<file path="config.mk">
export PLATFORM = sky130hd
export DESIGN_NAME = resp_frame_parser
export DESIGN_NICKNAME = d
export VERILOG_FILES = /design/src/rtl/resp_frame_parser.sv
export SDC_FILE = /design/constraint.sdc
export NUM_CORES = 1
export LEC_CHECK = 0
export ABC_AREA = 1
export ABC_CLOCK_PERIOD_IN_PS = 2400
export CORE_ASPECT_RATIO = 1.5
export CORE_MARGIN = 2
export CORE_UTILIZATION = 56
export CTS_CLUSTER_DIAMETER = 80
export DETAILED_ROUTE_END_ITERATION = 6
export GPL_TIMING_DRIVEN = 1
export PLACE_DENSITY = 0.81
export SKIP_LAST_GASP = 1
export SYNTH_ARGS = -nofsm -noshare
export SYNTH_HDL_FRONTEND = slang
export SYNTH_SLANG_ARGS = --single-unit
</file>
<file path="constraint.sdc">
create_clock -name clk -period 2.4 [get_ports clk]
set_input_delay 0.6 -clock clk [delete_from_list [all_inputs] [get_ports clk]]
set_output_delay 0.6 -clock clk [all_outputs]
set_load 0.005 [all_outputs]
</file>
<file path="src/rtl/resp_frame_parser.sv">
// Streaming parser for "RESP:<hex>\n" frames; result/error pulses are registered one cycle after the byte.
// No backpressure: accepts a byte every cycle; a timeout bounds the whole frame from arm.
module resp_frame_parser #(
  parameter int NUM_HEX        = 32,
  parameter int TIMEOUT_CYCLES = 60_000_000,
  parameter bit ALLOW_CR       = 1'b1
) (
  input  logic                 clk,
  input  logic                 rst_n,
  input  logic                 arm,
  input  logic [7:0]           rx_data,
  input  logic                 rx_valid,
  output logic                 busy,
  output logic [4*NUM_HEX-1:0] resp_value,
  output logic                 resp_valid,
  output logic                 resp_err,
  output logic [2:0]           err_code
);
  localparam int VW = 4 * NUM_HEX;
  localparam int TW = $clog2(TIMEOUT_CYCLES + 1);
  localparam int DW = $clog2(NUM_HEX + 1);
  localparam logic [TW-1:0] T_LAST = TW'(TIMEOUT_CYCLES - 1);
  localparam logic [DW-1:0] D_LAST = DW'(NUM_HEX - 1);

  typedef enum logic [1:0] {IDLE, PREFIX, HEX, TERM} state_t;

  state_t          state_q, state_d;
  logic [2:0]      pidx_q, pidx_d;
  logic [DW-1:0]   dcnt_q, dcnt_d;
  logic [VW-1:0]   shift_q, shift_d;
  logic            cr_q, cr_d;
  logic [TW-1:0]   timer_q, timer_d;
  logic [VW-1:0]   value_q, value_d;
  logic            valid_q, valid_d;
  logic            err_q, err_d;
  logic [2:0]      code_q, code_d;
  logic [4:0]      nib;

  function automatic logic [7:0] prefix_char(input logic [2:0] idx);
    case (idx)
      3'd0:    return "R";
      3'd1:    return "E";
      3'd2:    return "S";
      3'd3:    return "P";
      default: return ":";
    endcase
  endfunction

  // Bit 4 flags a legal hex digit; letters map via low nibble + 9.
  function automatic logic [4:0] hex_nib(input logic [7:0] b);
    if (b >= 8'h30 && b <= 8'h39) return {1'b1, b[3:0]};
    if ((b >= 8'h41 && b <= 8'h46) || (b >= 8'h61 && b <= 8'h66)) return {1'b1, b[3:0] + 4'd9};
    return 5'd0;
  endfunction

  assign nib = hex_nib(rx_data);

  always_comb begin
    state_d = state_q;
    pidx_d  = pidx_q;
    dcnt_d  = dcnt_q;
    shift_d = shift_q;
    cr_d    = cr_q;
    timer_d = timer_q;
    value_d = value_q;
    valid_d = 1'b0;
    err_d   = 1'b0;
    code_d  = code_q;
    if (arm) begin
      state_d = PREFIX;
      pidx_d  = '0;
      dcnt_d  = '0;
      shift_d = '0;
      cr_d    = 1'b0;
      timer_d = '0;
    end else if (state_q != IDLE) begin
      if (timer_q != '1) timer_d = timer_q + 1'b1;
      if (timer_q == T_LAST) begin
        err_d   = 1'b1;
        code_d  = 3'd4;
        state_d = IDLE;
      end else if (rx_valid) begin
        case (state_q)
          PREFIX: begin
            if (rx_data == prefix_char(pidx_q)) begin
              pidx_d = pidx_q + 3'd1;
              if (pidx_q == 3'd4) state_d = HEX;
            end else begin
              err_d   = 1'b1;
              code_d  = 3'd1;
              state_d = IDLE;
            end
          end
          HEX: begin
            if (nib[4]) begin
              shift_d = {shift_q[VW-5:0], nib[3:0]};
              dcnt_d  = dcnt_q + 1'b1;
              if (dcnt_q == D_LAST) state_d = TERM;
            end else begin
              err_d   = 1'b1;
              code_d  = 3'd2;
              state_d = IDLE;
            end
          end
          TERM: begin
            if (rx_data == 8'h0A) begin
              value_d = shift_q;
              valid_d = 1'b1;
              state_d = IDLE;
            end else if (ALLOW_CR && rx_data == 8'h0D && !cr_q) begin
              cr_d = 1'b1;
            end else begin
              err_d   = 1'b1;
              code_d  = 3'd3;
              state_d = IDLE;
            end
          end
          default: ;
        endcase
      end
    end
  end

  always_ff @(posedge clk) begin
    if (!rst_n) begin
      state_q <= IDLE;
      pidx_q  <= '0;
      dcnt_q  <= '0;
      shift_q <= '0;
      cr_q    <= 1'b0;
      timer_q <= '0;
      value_q <= '0;
      valid_q <= 1'b0;
      err_q   <= 1'b0;
      code_q  <= '0;
    end else begin
      state_q <= state_d;
      pidx_q  <= pidx_d;
      dcnt_q  <= dcnt_d;
      shift_q <= shift_d;
      cr_q    <= cr_d;
      timer_q <= timer_d;
      value_q <= value_d;
      valid_q <= valid_d;
      err_q   <= err_d;
      code_q  <= code_d;
    end
  end

  assign busy       = (state_q != IDLE);
  assign resp_value = value_q;
  assign resp_valid = valid_q;
  assign resp_err   = err_q;
  assign err_code   = code_q;
endmodule

</file>
==> flow_summary.json <==
{
  "status": "complete, no violations",
  "setup_viol": 0,
  "synth_top_family_by_area": "simple AND/OR/NAND/NOR gates",
  "clockBufferDepth": 3,
  "postLayoutCellArea_um2": 15800,
  "ant_nets": 0,
  "stdcell_count": 2319,
  "min_path_type": "in -> reg",
  "worst_setup_path_end_kind": "register",
  "slew_headroom": 0.634,
  "clk_pin_slew_ns": 0.07,
  "fillCellCount": 1931,
  "yosysWarnings": 0,
  "max-cap-violations": 0,
  "htree_levels": 1,
  "dp_hpwl_um": 20400,
  "place_inst": 2269,
  "drc": 0,
  "async_flop_share": 0,
  "cts_root_buf": "clkbuf_16",
  "cts_tree": "built",
  "drive_gt1_frac": 0.0701,
  "cp_data_arrival_time_ns": 2.68,
  "core_area_um2": 22800,
  "diodes": 0,
  "syn_avg_cell_area_um2": 6.92,
  "critPathLaunchType": "input pin",
  "vdd_drop_max_mv": 0.568,
  "areaGrowthSynthToFinish_pct": 22.1,
  "synth_cells": 1866,
  "port_buffers": 145,
  "max_freq_mhz": 455,
  "synth-compound-area-share": 0.124,
  "start_util": 0.566,
  "clkSinkCount": 299,
  "fin_setup_tns_ns": 0,
  "rows": 68,
  "tightest_slew_ns": 0.548,
  "skew_ns": 0.00952,
  "grt_usage": 0.245,
  "wl_per_cell_um": 12.9,
  "synth-main-ff-cell": "dfxtp_1",
  "nets": 2047,
  "ys_types": 32,
  "clk_latency_ns": 0.55,
  "die_h_um": 190,
  "syn-cell-area_um2": 12900,
  "dpl-instance-area_um2": 14900,
  "seq_area_um2": 5990,
  "boundaryPins": 146,
  "finalMaxSlewViolations": 0,
  "via_per_inst": 4.98,
  "ys_ff_latch": 299,
  "antenna_found_initial": 0,
  "min_period_ns": 2.20,
  "yosys.area_share.simple": 0.248,
  "path_class": "in -> reg",
  "grt_max_degree": 133,
  "synth_adder_area_share": 0.0145,
  "finalHoldViolations": 0,
  "final.period_utilization": 0.916,
  "rsz0062_at_grt": "false",
  "synthMuxAreaShare": 0,
  "vias": 11600,
  "grt_pass1_vias": 10900,
  "routed_wirelength_um": 30000,
  "dieWidth_um": 128,
  "ys_seq_area_frac": 0.464,
  "p_leak_nw": 7.25,
  "place_congestion": 0.911,
  "grt_pass1_wl_um": 50000,
  "p_per_area_nw_per_um2": 602,
  "synth-edff-count": 0,
  "multi_input_area_um2": 5110,
  "fp.dieArea_um2": 24300,
  "required_ns": 2.88,
  "dr.pass1.iters": 5,
  "drt-initial-drc-count": 922,
  "syn-num-nets": 1893,
  "cts_buffers": 27,
  "synth-xor-area-share": 0.00814,
  "critical_path.max_fanout": 77,
  "grt_overflow": 0
}
Yosys cell counts, types with 6 or more instances:
cell type	instances	area, µm²
inv_1	319	1200
inv_2	7	26.3
buf_6	25	282
a21oi_1	33	165
nand2_1	270	1010
nand3_1	40	200
xor2_1	8	70.1
nor3_1	15	75.1
nand2_2	6	37.5
dfxtp_1	299	5990
o21ai_0	228	1140
buf_2	20	100
buf_4	11	82.6
nor2_1	451	1690
o21ai_1	51	255
nand4_1	9	56.3
ha_1	15	188
clkbuf_1	34	128
stage by stage:
step	power, W	hold WS (ns)	setup slack, ns	util
CTS	0.00956	0.388	0.0195	0.691
global placement	0.00541	0.457	-0.300	0.652
finish	0.00948	0.401	0.201	0.691
detailed placement	0.00541	0.463	-0.328	0.652
global route	0.00980	0.414	0.0322	0.691
floorplan	0.00527	0.431	0.323	-
repair_timing:
item                                    in CTS  in global routing
gates resized for setup                      5                  1
hold buffers                                 0                  0
gates cloned                                 0                  0
buffers inserted                             1                  1
endpoints found under the setup margin       1                  1
worst max-delay path, stage by stage:
cell and delay [ns]:
clkdlybuf4s50_1 0.52, inv_1 0.09, ha_1 0.21, nand3_1 0.08, nand4_1 0.12, nand2_2 0.13
nand3_2 0.11, nor2_4 0.20, buf_12 0.29, o21ai_0 0.14, nor2_1 0.14
placed cells by master, fill, tap and decap left out, drive strengths merged, types with 2 or more instances in the layout:
cell type      count
clkbuf            37
clkdlybuf4s50    143
clkinv             6
clkinvlp           2
a21oi             33
o21bai             3
ha                15
nor2             456
inv              329
xor2               8
nand2            276
buf               72
nor4               4
nand3             41
dfxtp            299
nand4             11
xnor2              4
nor3              15
o21ai            279
state kept, by name, summed over array words and instances (netlist names):
signal / cells
resp_value: 128
shift_q: 128
state_q: 2
cr_q: 1
err_code: 3
resp_err: 1
dcnt_q: 6
resp_valid: 1
pidx_q: 3
timer_q: 26
cells by family after synthesis:
group,count (synthesis)
AND/OR/NAND/NOR,805
flip-flops,299
XOR/XNOR,12
AO/OA/AOI/OAI,318
adder cells (fa/ha/maj),15
buffers and inverters,417
path summary, 6_finish.rpt:
| kind | startpoint | endpoint | slack [ns] | cells past startpoint |
|---|---|---|---|---|
| setup / recovery | rx_data[0] | shift_q[17]$_SDFFE_PP0P_ | 0.20 | 11 |
| hold / removal | rst_n | err_code[2]$_SDFFE_PN0P_ | 0.40 | 3 |
| setup reg to reg | timer_q[17]$_SDFFE_PP0P_ | resp_value[95]$_SDFFE_PN0P_ | 0.30 | 14 |
| hold reg to reg | cr_q$_SDFFE_PP0P_ | cr_q$_SDFFE_PP0P_ | 0.48 | 2 |
final cells by class:
| class | instances | area share |
|---|---|---|
| multi-input cells | 1150 | 0.324 |
| clock buffers | 37 | 0.0491 |
| inverters | 326 | 0.0778 |
| repair buffers | 216 | 0.141 |
| clock inverters | 11 | 0.00540 |
| well taps | 280 | 0.0222 |
| flip-flops and latches | 299 | 0.380 |
where the power goes:
group          leakage [nW]  total [W]  internal [W]  switching [W]
Sequential             2.41    0.00497       0.00496     0.00000439
Combinational          4.42   0.000333      0.000126       0.000206
Clock                 0.425    0.00418       0.00228        0.00190
Total                  7.25    0.00948       0.00737        0.00211
layer usage:
layer  routed length [µm]  vias up  global-route usage
met3                 1360       66              0.0267
met2                15600      308               0.456
met1                12200     5212               0.292
met4                  851        0              0.0786
met5                    0        -                   0
li1                     -     5969                   -
Power figures use the tool's default switching activity.
